--- src/rtl/count_display_ctrl_pkg.sv ---
// Shared constants and FSM encoding for the counter -> bin2bcd -> 7-segment path.
package count_display_ctrl_pkg;

  typedef enum logic [1:0] {
    ST_IDLE,
    ST_START,
    ST_WAIT
  } state_t;

  localparam int unsigned NUM_DIGITS  = 4;
  localparam int unsigned DIGIT_W     = 4;
  localparam int unsigned BCD_W       = NUM_DIGITS * DIGIT_W;
  localparam int unsigned BIN_W       = 12;
  localparam int unsigned DIGIT_SEL_W = $clog2(NUM_DIGITS);

endpackage

--- src/rtl/count_display_ctrl_if.sv ---
// Start/rdy handshake between the display controller and the external bin2bcd converter.
interface count_display_ctrl_if;
  import count_display_ctrl_pkg::*;

  logic             conv_start;
  logic [BIN_W-1:0] conv_bin;
  logic             conv_rdy;
  logic [BCD_W-1:0] conv_bcd;

  modport master (output conv_start, conv_bin, input conv_rdy, conv_bcd);
  modport slave  (input conv_start, conv_bin, output conv_rdy, conv_bcd);

endinterface

--- src/rtl/count_display_ctrl_scan_mux.sv ---
// Deterministic four-digit scan: divider, digit select, active-low anodes and digit nibble.
module count_display_ctrl_scan_mux
  import count_display_ctrl_pkg::*;
#(
  parameter int unsigned SCAN_DIV = 100_000
) (
  input  logic                   mclk,
  input  logic                   rst,
  input  logic [BCD_W-1:0]       bcd,
  output logic [DIGIT_SEL_W-1:0] digit_sel,
  output logic [DIGIT_W-1:0]     digit_bcd,
  output logic [NUM_DIGITS-1:0]  an
);

  localparam int unsigned SCAN_W = $clog2(SCAN_DIV);

  logic [SCAN_W-1:0]      scan_cnt;
  logic                   step;
  logic [DIGIT_SEL_W-1:0] sel_next;

  assign step     = (scan_cnt == SCAN_W'(SCAN_DIV - 1));
  assign sel_next = step ? digit_sel + 1'b1 : digit_sel;

  // an/digit_bcd are built from the next select so they switch on the same edge as digit_sel
  always_ff @(posedge mclk) begin
    if (rst) begin
      scan_cnt  <= '0;
      digit_sel <= '0;
      an        <= ~NUM_DIGITS'(1);
      digit_bcd <= '0;
    end else begin
      scan_cnt  <= step ? '0 : scan_cnt + 1'b1;
      digit_sel <= sel_next;
      an        <= ~(NUM_DIGITS'(1) << sel_next);
      digit_bcd <= bcd[DIGIT_W*sel_next +: DIGIT_W];
    end
  end

endmodule

--- src/rtl/count_display_ctrl.sv ---
// Paces a 12-bit counter, drives the bin2bcd handshake with timeout, and feeds the display scan.
module count_display_ctrl
  import count_display_ctrl_pkg::*;
#(
  parameter int unsigned TICK_DIV = 50_000_000,
  parameter int unsigned SCAN_DIV = 100_000,
  parameter int unsigned CNT_MAX  = 4095,
  parameter int unsigned TIMEOUT  = 31
) (
  input  logic                   mclk,
  input  logic                   rst,
  input  logic                   run,
  count_display_ctrl_if.master   conv,
  output logic [BCD_W-1:0]       stat_bcd,
  output logic [DIGIT_SEL_W-1:0] digit_sel,
  output logic [DIGIT_W-1:0]     digit_bcd,
  output logic [NUM_DIGITS-1:0]  an,
  output logic                   err
);

  localparam int unsigned TICK_W = $clog2(TICK_DIV);
  localparam int unsigned TO_W   = $clog2(TIMEOUT + 1);

  state_t            state, state_next;
  logic [TICK_W-1:0] tick_cnt;
  logic [TO_W-1:0]   to_cnt;
  logic [BIN_W-1:0]  count;
  logic [BIN_W-1:0]  count_next;
  logic              tick;
  logic              pending;
  logic              launch;
  logic              to_hit;

  assign tick       = run && (tick_cnt == TICK_W'(TICK_DIV - 1));
  assign launch     = (state == ST_IDLE) && (tick || pending);
  assign to_hit     = (to_cnt == TO_W'(TIMEOUT - 1));
  assign count_next = (count == BIN_W'(CNT_MAX)) ? '0 : count + 1'b1;

  // count only changes on IDLE->START, so it doubles as the stable conv_bin register
  assign conv.conv_bin = count;

  always_ff @(posedge mclk) begin
    if (rst) state <= ST_IDLE;
    else     state <= state_next;
  end

  always_comb begin
    state_next      = state;
    conv.conv_start = 1'b0;
    case (state)
      ST_IDLE:  if (tick || pending) state_next = ST_START;
      ST_START: begin
        conv.conv_start = 1'b1;
        state_next      = ST_WAIT;
      end
      ST_WAIT:  if (conv.conv_rdy || to_hit) state_next = ST_IDLE;
      default:  state_next = ST_IDLE;
    endcase
  end

  always_ff @(posedge mclk) begin
    if (rst) begin
      tick_cnt <= '0;
      to_cnt   <= '0;
      count    <= '0;
      pending  <= 1'b0;
      stat_bcd <= '0;
      err      <= 1'b0;
    end else begin
      if (run) tick_cnt <= tick ? '0 : tick_cnt + 1'b1;

      if (launch) begin
        count   <= count_next;
        pending <= 1'b0;
      end else if (tick && state != ST_IDLE) begin
        pending <= 1'b1;
      end

      if (state == ST_START) to_cnt <= '0;

      if (state == ST_WAIT) begin
        if (conv.conv_rdy)  stat_bcd <= conv.conv_bcd;
        else if (to_hit)    err      <= 1'b1;
        else                to_cnt   <= to_cnt + 1'b1;
      end
    end
  end

  count_display_ctrl_scan_mux #(
    .SCAN_DIV(SCAN_DIV)
  ) u_scan (
    .mclk      (mclk),
    .rst       (rst),
    .bcd       (stat_bcd),
    .digit_sel (digit_sel),
    .digit_bcd (digit_bcd),
    .an        (an)
  );

endmodule

--- src/flat_wrapper.sv ---
// flat-port wrapper written by rule: the top's interface ports become plain ports
module count_display_ctrl_flat import count_display_ctrl_pkg::*;
#(
  parameter int unsigned TICK_DIV = 50_000_000,
  parameter int unsigned SCAN_DIV = 100_000,
  parameter int unsigned CNT_MAX  = 4095,
  parameter int unsigned TIMEOUT  = 31
)
  (mclk, rst, run, stat_bcd, digit_sel, digit_bcd, an, err, conv_conv_start, conv_conv_bin, conv_conv_rdy, conv_conv_bcd);
  count_display_ctrl_if conv_i ();
  input  logic mclk;
  input  logic rst;
  input  logic run;
  output logic [BCD_W-1:0] stat_bcd;
  output logic [DIGIT_SEL_W-1:0] digit_sel;
  output logic [DIGIT_W-1:0] digit_bcd;
  output logic [NUM_DIGITS-1:0] an;
  output logic err;
  output wire logic [$bits(conv_i.conv_start)-1:0] conv_conv_start;
  output wire logic [$bits(conv_i.conv_bin)-1:0] conv_conv_bin;
  input wire logic [$bits(conv_i.conv_rdy)-1:0] conv_conv_rdy;
  input wire logic [$bits(conv_i.conv_bcd)-1:0] conv_conv_bcd;
  assign conv_conv_start = conv_i.conv_start;
  assign conv_conv_bin = conv_i.conv_bin;
  assign conv_i.conv_rdy = conv_conv_rdy;
  assign conv_i.conv_bcd = conv_conv_bcd;
  count_display_ctrl #(.TICK_DIV(TICK_DIV), .SCAN_DIV(SCAN_DIV), .CNT_MAX(CNT_MAX), .TIMEOUT(TIMEOUT)) u_core (.mclk(mclk), .rst(rst), .run(run), .conv(conv_i), .stat_bcd(stat_bcd), .digit_sel(digit_sel), .digit_bcd(digit_bcd), .an(an), .err(err));
endmodule
--- config.mk ---
export PLATFORM = sky130hd
export DESIGN_NAME = count_display_ctrl_flat
export DESIGN_NICKNAME = d
export VERILOG_FILES = /design/src/rtl/count_display_ctrl_pkg.sv /design/src/rtl/count_display_ctrl_if.sv /design/src/rtl/count_display_ctrl_scan_mux.sv /design/src/rtl/count_display_ctrl.sv /design/src/flat_wrapper.sv
export SDC_FILE = /design/constraint.sdc
export NUM_CORES = 1
export LEC_CHECK = 0
export CAP_MARGIN = 10
export CORE_ASPECT_RATIO = 1.4
export CORE_MARGIN = 2
export CORE_UTILIZATION = 30
export CTS_BUF_LIST = sky130_fd_sc_hd__clkbuf_2 sky130_fd_sc_hd__clkbuf_4 sky130_fd_sc_hd__clkbuf_8
export DETAILED_ROUTE_END_ITERATION = 12
export SLEW_MARGIN = 10
export SYNTH_ARGS = -nofsm -noshare
export SYNTH_HDL_FRONTEND = slang
export SYNTH_SLANG_ARGS = --single-unit
--- constraint.sdc ---
create_clock -name mclk -period 7.3 [get_ports mclk]
set_clock_uncertainty 0.2 [all_clocks]
set_input_delay 1.46 -clock mclk [delete_from_list [all_inputs] [get_ports mclk]]
set_output_delay 1.46 -clock mclk [all_outputs]
set_load 0.005 [all_outputs]
==> results.json, run 1 <==
{
  "outcome": "completed",
  "start_util_pct": 30.84,
  "post_cts_resized": 0,
  "finalSetupViolCount": 0,
  "die_h_um": 140.1,
  "die_area_um2": 14180,
  "cts_buffer_depth": 2,
  "post_dp_cell_area_um2": 4679,
  "cts_root_buf": "clkbuf_8",
  "cp-end-kind": "flop",
  "cts_hold_buf": 0,
  "place.gp.congestion": 0.7820,
  "path_class": "primary input to flop",
  "tns_ns": 0,
  "die-width_um": 101.2,
  "synthFlopType": "dfxtp_1",
  "layout-drive-gt1-share_pct": 4.503,
  "pin_count": 60,
  "syn_inst": 477,
  "crit_family": "compound AO/OA/AOI/OAI gates",
  "clkTransAtPathRegs_ns": 0.09,
  "portBuffers": 59,
  "cp_num_buf_inv": 1,
  "power_density_nw_per_um2": 177.4,
  "final_cells": 686,
  "rsz0062_at_grt": "false",
  "via_per_inst": 5.112,
  "finalNetCount": 554,
  "ys_warn_count": 0,
  "worstPathArrival_ns": 4.05,
  "routed_wl_um": 9223,
  "ant_nets": 0,
  "antenna_found_initial": 0,
  "fill_cells": 1315,
  "cp_slowest_cell": "o41ai_2",
  "core_area_um2": 12870,
  "clock_sinks": 90,
  "grt_first_pass_wirelength_um": 15340,
  "period_share_pct": 55.27,
  "ir_drop_mv": 0.07482,
  "crit_chain": "clkdlybuf4s50_1, and3_1, nand2_1, o41a_1, o41ai_2, a21oi_1",
  "fin_crit_ns": 4.035,
  "clk_latency_ns": 0.37,
  "maxCapViolCount": 0,
  "route.detailed.drc": 0,
  "dr.pass1.iters": 5,
  "worst_slew_pin_slew_ns": 1.079,
  "clock.fmax_mhz": 247.9,
  "min_path_type": "flop to flop",
  "hpwl_um": 6527,
  "wl_per_cell_um": 13.44,
  "grt_usage_pct": 13.30,
  "dp.cells": 671,
  "area_delta_synth_final_pct": 22.91,
  "finalMaxSlewViolations": 0,
  "grt_pass1_vias": 3264,
  "syn_nets": 502,
  "synth_seq_cells": 90,
  "multi_input_area_um2": 2051,
  "synth.avg_cell_area_um2": 8.323,
  "synthArstFlopShare_pct": 0,
  "cts_max_level": 3,
  "core.rowCount": 49,
  "yosys.area.top_type_share_pct": 45.38,
  "total_power_uw": 865.9,
  "antenna_cells": 0,
  "cts_setup_buffers": 0,
  "stdcell_area_um2": 4880,
  "grt_max_degree": 42,
  "syn_area_um2": 3970,
  "cts-buffers-inserted": 9,
  "drt_iter0_markers": 114,
  "slew_headroom_pct": 27.60,
  "yosys.area.top_type": "dfxtp_1",
  "yosys-top-cells-count": "dfxtp_1 (90), nand2_1 (66), nor2_1 (66)",
  "cts_tree": "built",
  "synth.distinct_cells": 42,
  "crit_required_ns": 7.32,
  "overflow": 0,
  "leakage_uw": 0.001579,
  "start_kind": "primary input",
  "vias": 3507,
  "seq_area_um2": 1802,
  "critPathMaxFanout": 27,
  "synth-edff-count": 0,
  "cpPeakStageDelay_ns": 0.80,
  "synthTopCellsByArea": "dfxtp_1 (45%), nand2_1 (6.2%), nor2_1 (6.2%), a21oi_1 (5.5%), xnor2_1 (5.1%)",
  "yosysSeqAreaShare_pct": 45.38,
  "hold_viol": 0,
  "synth.most_common_cell": "dfxtp_1"
}
## power breakdown
part           switching [uW]  leakage [uW]  internal (uW)
clock                     178     0.0000950            167
sequential               2.05      0.000726            493
combinational            12.5      0.000759           12.7
total                     193       0.00158            673
## worst paths after layout
check	slack, ns	depth (start not counted)	from	end
setup reg to reg	4.42	6	u_core.tick_cnt[0]	u_core.conv.conv_bin[9]
hold reg to reg	0.27	1	u_core.u_scan.scan_cnt[0]	u_core.u_scan.scan_cnt[0]
hold / removal	0.27	1	u_core.u_scan.scan_cnt[0]	u_core.u_scan.scan_cnt[0]
setup / recovery	3.27	6	run	u_core.conv.conv_bin[9]
## logic make-up (layout without fill, tap and decap cells)
group	after synthesis	in the layout	share of synthesized area (%)
flops	90	90	45.38
buf+inv	29	85	2.962
fa+ha+maj	5	5	1.576
simple gates	240	240	29.59
xor+xnor	39	39	8.604
compound gates	69	69	10.59
mux	5	5	1.292
## metal layers
| metal | part of all wire (%) | global-route usage (%) | up-vias |
|---|---|---|---|
| met5 | 0 | 0 | - |
| met4 | 1.6 | 5.974 | 0 |
| met3 | 4.2 | 3.593 | 16 |
| met2 | 50 | 21.44 | 62 |
| met1 | 44 | 16.41 | 1648 |
| li1 | - | - | 1781 |
## cell usage in the layout, fill, tap and decap left out, types with 2 or more instances in the layout
cell type,n
and3_1,7
mux2i_1,4
clkbuf_8,10
xnor2_1,23
ha_1,5
or2_2,2
and2_1,5
o221a_2,4
o31ai_1,8
and4_1,6
nand3_1,14
or4_1,11
clkdlybuf4s50_1,59
nand2_1,66
nor4_1,7
nand4_1,18
clkinvlp_4,2
dfxtp_1,90
nor3_1,20
nand2b_1,3
nand3b_1,3
and3b_1,2
a21oi_1,44
o21ai_0,5
xor2_1,16
nor2_1,66
or3_1,7
inv_1,9
## final cells by class
class / count / area share [%]
timing repair buffer: 60 / 12.26
inverter: 10 / 0.7692
tap: 153 / 3.923
sequential: 90 / 36.92
multi-input combinational: 358 / 42.03
clock inverter: 5 / 1.282
clock buffer: 10 / 2.821
## flip-flops by register name, summed over array words and instances, names as in the netlist, 4 cells and up
| name | cells |
|---|---|
| u_core.tick_cnt | 26 |
| u_core.to_cnt | 5 |
| u_core.u_scan.scan_cnt | 17 |
| u_core.u_scan.an | 4 |
| u_core.conv.conv_bin | 12 |
| u_core.u_scan.digit_bcd | 4 |
| u_core.stat_bcd | 16 |
## per-stage QoR
step	setup slack [ns]	hold slack, ns	util (%)
finish	3.265	0.2694	37.90
global route	3.096	0.3002	37.90
CTS	3.286	0.2765	37.90
detailed placement	2.904	0.2559	36.35
global placement	2.989	0.2488	36.35
floorplan	4.033	0.2297	-
Power figures use the tool's default switching activity.
==> inputs of run 2 (changes only) <==
==> constraint.sdc (replaced) <==
create_clock -name mclk -period 4.05 [get_ports mclk]
set_clock_uncertainty 0.2 [all_clocks]
set_input_delay 0.81 -clock mclk [delete_from_list [all_inputs] [get_ports mclk]]
set_output_delay 0.81 -clock mclk [all_outputs]
set_load 0.005 [all_outputs]
==> run 2 against run 1 <==
Effect of this change: clock power is 71% higher; combinational power increased by 87%; final area increased by 0.10%; routed wire length increased by 1.0%; critical path depth stayed put; first-iteration DRC count shrank 7.0%; cell count rose by 0.44%; critical path type unchanged; critical endpoint is now u_core.conv.conv_bin[3]; largest cell class unchanged; largest power group unchanged; highest routed layer unchanged.
==> results.json, run 2 (synthesis gave the netlist of run 1 again) <==
{
  "r2r_start": "u_core.tick_cnt[0]",
  "hold_slack_ns": 0.2706,
  "post_cts_resized": 0,
  "period_share_pct": 77.68,
  "path_class": "primary input to flop",
  "cts_setup_buffers": 0,
  "core_area_um2": 12870,
  "largest_reg_flops": 26,
  "start_util_pct": 30.84,
  "leakage_uw": 0.001589,
  "crit_start": "run",
  "finalMaxSlewViolations": 0,
  "r2r_cells": 6,
  "crit_required_ns": 4.16,
  "layout-drive-gt1-share_pct": 5.037,
  "clock.fmax_mhz": 317.9,
  "cts-buffers-inserted": 9,
  "ant_nets": 0,
  "grt_pass1_vias": 3267,
  "layout_common_cells": "dfxtp_1 (90), nand2_1 (66), nor2_1 (66), clkdlybuf4s50_1 (59), a21oi_1 (44)",
  "fin_crit_ns": 3.146,
  "clk_latency_ns": 0.38,
  "area_delta_synth_final_pct": 23.04,
  "die-width_um": 101.2,
  "finalSetupViolCount": 0,
  "clock_sinks": 90,
  "clkTransAtPathRegs_ns": 0.09,
  "cts_root_buf": "clkbuf_8",
  "core.rowCount": 49,
  "worstPathArrival_ns": 3.26,
  "route.detailed.drc": 0,
  "r2r-end": "u_core.conv.conv_bin[3]",
  "cts_tree": "built",
  "place.gp.congestion": 0.7893,
  "slew_headroom_pct": 26.81,
  "start_kind": "primary input",
  "hold_viol": 0,
  "overflow": 0,
  "min_path_type": "flop to flop",
  "die_area_um2": 14180,
  "finalNetCount": 556,
  "worst_slew_pin_slew_ns": 1.090,
  "power_density_nw_per_um2": 313.0,
  "outcome": "completed",
  "top_regs": "u_core.tick_cnt (26), u_core.u_scan.scan_cnt (17), u_core.stat_bcd (16)",
  "via_per_inst": 5.107,
  "portBuffers": 59,
  "hpwl_um": 6543,
  "wl_per_cell_um": 13.52,
  "crit_end": "u_core.conv.conv_bin[3]",
  "die_h_um": 140.1,
  "dr.pass1.iters": 4,
  "grt_max_degree": 42,
  "critPathMaxFanout": 27,
  "antenna_found_initial": 0,
  "reg2reg_slack_ns": 1.37,
  "grt_first_pass_wirelength_um": 15570,
  "pin_count": 60,
  "antenna_cells": 0,
  "cts_buffer_depth": 2,
  "vias": 3519,
  "cts_hold_buf": 0,
  "grt_usage_pct": 13.48,
  "cp-end-kind": "flop",
  "routed_wl_um": 9316,
  "tns_ns": 0,
  "rsz0062_at_grt": "false",
  "cts_max_level": 3,
  "drt_iter0_markers": 106,
  "final_common_cell": "dfxtp_1",
  "maxCapViolCount": 0,
  "largest_register": "u_core.tick_cnt",
  "ir_drop_mv": 0.1314
}
run 2: cell count changes in the layout (fill, tap and decap cells not counted), sizes merged:
cell,change
clkinvlp,-1
bufinv,-1
clkinv,+3
buf,+2
inv,-1
clkbuf,+1
run 2: worst min path at each step:
stage	to	cells past startpoint	startpoint	slack, ns
finish	u_core.u_scan.scan_cnt[0]	1	u_core.u_scan.scan_cnt[0]	0.27
global route	u_core.stat_bcd[10]	2	u_core.stat_bcd[10]	0.30
CTS	u_core.u_scan.scan_cnt[0]	1	u_core.u_scan.scan_cnt[0]	0.27
detailed placement	u_core.u_scan.scan_cnt[0]	1	u_core.u_scan.scan_cnt[0]	0.25
global placement	u_core.u_scan.scan_cnt[0]	1	u_core.u_scan.scan_cnt[0]	0.25
floorplan	u_core.u_scan.scan_cnt[0]	1	u_core.u_scan.scan_cnt[0]	0.23
run 2: worst max-delay path, stage by stage:
cell	delay [ns]
clkdlybuf4s50_1	0.56
and3_1	0.30
nand2_1	0.12
o41a_1	0.70
or4_1	0.61
a21oi_1	0.15
run 2: final cells by class:
cell class                      count  area, um2
Fill cell                        1324       7990
Multi-Input combinational cell    358       2051
Sequential cell                    90       1802
Timing Repair Buffer               62      613.1
Tap cell                          153      191.4
Clock buffer                       11      151.4
Clock inverter                      5      38.79
Inverter                           10      37.54
run 2: stage by stage:
stage	utilization [%]	instances	area (um2)	setup WS (ns)	power (uW)
2_1_floorplan	-	477	3970	1.433	932.2
5_1_grt	37.94	689	4885	0.7078	1587
6_report	37.94	689	4885	0.9040	1529
3_5_place_dp	36.46	673	4695	0.5117	960.2
4_1_cts	37.94	689	4885	0.9027	1548
3_3_place_gp	36.46	673	4695	0.5784	959.5
run 2: where the power goes:
part	internal (uW)	total (uW)	switching, uW	leakage [uW]
combinational	24.2	47.2	23.0	0.000768
sequential	888	892	3.77	0.000726
clock	259	590	331	0.0000955
run 2: metal layers:
| layer | track usage [%] | share of wire (%) | vias to the layer above | wire length [um] |
|---|---|---|---|---|
| met4 | 6.615 | 2.3 | 0 | 215 |
| met3 | 2.495 | 3.3 | 14 | 311 |
| li1 | - | - | 1779 | - |
| met5 | 0 | 0 | - | 0 |
| met2 | 23.25 | 50 | 61 | 4698 |
| met1 | 15.75 | 44 | 1665 | 4089 |
==> inputs of run 3 (changes only) <==
==> constraint.sdc (replaced) <==
create_clock -name mclk -period 2.52 [get_ports mclk]
set_clock_uncertainty 0.2 [all_clocks]
set_input_delay 0.504 -clock mclk [delete_from_list [all_inputs] [get_ports mclk]]
set_output_delay 0.504 -clock mclk [all_outputs]
set_load 0.005 [all_outputs]
==> run 3 against run 2 <==
Effect of this change: first-iteration DRC count is 39% higher; critical endpoint is now u_core.conv.conv_bin[0]; largest power group unchanged; final area is 4.2% higher; clock power grew 67%; routed wire length is 1.7% higher.
==> results.json, run 3 (synthesis gave the netlist of run 1 again) <==
{
  "outcome": "completed",
  "cts_max_level": 3,
  "stdcell_area_um2": 5091,
  "dr.pass1.iters": 4,
  "cts_tree": "built",
  "die-width_um": 101.2,
  "routed_wl_um": 9478,
  "largest_register": "u_core.tick_cnt",
  "cts_buffer_depth": 2,
  "start_util_pct": 30.84,
  "layout_common_cells": "dfxtp_1 (90), nand2_1 (66), nor2_1 (66), clkdlybuf4s50_1 (59), a21oi_1 (44)",
  "r2r_cells": 7,
  "clk_latency_ns": 0.36,
  "fin_crit_ns": 2.397,
  "p_int_uw": 1944,
  "grt-busiest-layer": "met2",
  "top_regs": "u_core.tick_cnt (26), u_core.u_scan.scan_cnt (17), u_core.stat_bcd (16)",
  "start_kind": "primary input",
  "p_clk_share_pct": 39.3,
  "cpPeakStageDelay_ns": 0.48,
  "cts_root_buf": "clkbuf_8",
  "p_seq_share_pct": 57.3,
  "area_delta_synth_final_pct": 28.24,
  "portBuffers": 59,
  "power_frac_comb_pct": 3.4,
  "post-place-ws_ns": -0.2527,
  "drt_iter0_markers": 147,
  "cp_slowest_cell": "clkdlybuf4s50_1",
  "clock.fmax_mhz": 417.2,
  "clock_sinks": 90,
  "worstPathArrival_ns": 2.50,
  "cts_setup_buffers": 0,
  "crit_chain": "clkdlybuf4s50_1, and3_1, nand2_1, o41a_1, buf_4, buf_4, or3_1, a21oi_1",
  "hold_slack_ns": 0.2724,
  "finalSetupViolCount": 0,
  "grt_use_met3_pct": 3.792,
  "critPathMaxFanout": 20,
  "grt_first_pass_wirelength_um": 16190,
  "met2_usage_pct": 24.71,
  "core.rowCount": 49,
  "rsz0062_at_grt": "false",
  "fin_ws_ns": 0.1228,
  "crit_path_frequent_cell": "buf_4",
  "clkTransAtPathRegs_ns": 0.09,
  "leakage_uw": 0.001721,
  "p_switching_uw": 557.2,
  "worst_slew_pin_slew_ns": 0.4199,
  "wl_per_cell_um": 13.27,
  "utilization_pct": 39.54,
  "worstHoldPathCells": 1,
  "hold_viol": 0,
  "die_h_um": 140.1,
  "ant_nets": 0,
  "die_area_um2": 14180,
  "route.detailed.drc": 0,
  "cts-buffers-inserted": 9,
  "gr-usage-met1_pct": 16.19,
  "antenna_found_initial": 0,
  "core_area_um2": 12870,
  "path_class": "primary input to flop",
  "via_per_inst": 5.056,
  "slew_headroom_pct": 71.79,
  "finalMaxSlewViolations": 0,
  "antenna_cells": 0,
  "overflow": 0,
  "post_dp_cell_area_um2": 4895,
  "post_cts_resized": 0,
  "grt_pass1_vias": 3502,
  "vias": 3610,
  "layout-drive-gt1-share_pct": 9.269,
  "crit_required_ns": 2.62,
  "grt_usage_pct": 14.00,
  "min_path_type": "flop to flop",
  "hpwl_um": 6954,
  "seq_area_um2": 1802,
  "finalNetCount": 581,
  "pin_count": 60,
  "place.gp.congestion": 0.7747,
  "ir_drop_mv": 0.2307,
  "power_density_nw_per_um2": 491.2,
  "final_common_cell": "dfxtp_1",
  "cts_hold_buf": 0,
  "reg2reg_slack_ns": 0.15,
  "largest_reg_flops": 26,
  "cp-end-kind": "flop",
  "swShare_pct": 22.28,
  "multi_input_area_um2": 2051,
  "maxCapViolCount": 0,
  "period_share_pct": 95.13,
  "grt_max_degree": 25,
  "total_power_uw": 2501,
  "fill_cells": 1320
}
## run 3: cell type report
cell class	instances	share of cell area, %
multi-input cells	358	40.28
well taps	153	3.760
flip-flops and latches	90	35.39
inverters	10	0.7373
clock buffers	10	2.580
repair buffers	87	15.97
clock inverters	6	1.278
## run 3: worst paths after layout
path,start,end
worst min register to register,u_core.u_scan.scan_cnt[0],u_core.u_scan.scan_cnt[0]
worst max register to register,u_core.tick_cnt[16],u_core.conv.conv_bin[0]
worst max-delay path,run,u_core.conv.conv_bin[0]
worst min-delay path,u_core.u_scan.scan_cnt[0],u_core.u_scan.scan_cnt[0]
## run 3: worst max-delay path: cells and delay by family
| family | cells | cell delay [ns] |
|---|---|---|
| AO/OA/AOI/OAI | 2 | 0.53 |
| AND/OR/NAND/NOR | 3 | 0.61 |
| buffers and inverters | 3 | 0.85 |
## run 3: metrics by stage
stage | instances | TNS (ns)
after floorplan | 477 | 0
after global routing | 714 | 0
after detailed placement | 698 | -3.799
after CTS | 714 | 0
final | 714 | 0
after global placement | 698 | -2.988
## run 3: metal layers
layer  wire length (um)  share of wire, %  vias to the layer above
met5                  0                 0                        -
met4                157               1.7                        0
met3                479               5.1                       14
met2               4865                51                       72
met1               3976                42                     1699
li1                   -                 -                     1825
## run 3: power groups by stage
stage	Sequential, uW	Clock (uW)	Combinational (uW)
2_1_floorplan	1470	0	32.7
3_3_place_gp	1470	0	83.1
3_5_place_dp	1470	0	84.6
4_1_cts	1430	1020	85.0
5_1_grt	1430	1080	93.6
6_report	1430	984	83.9
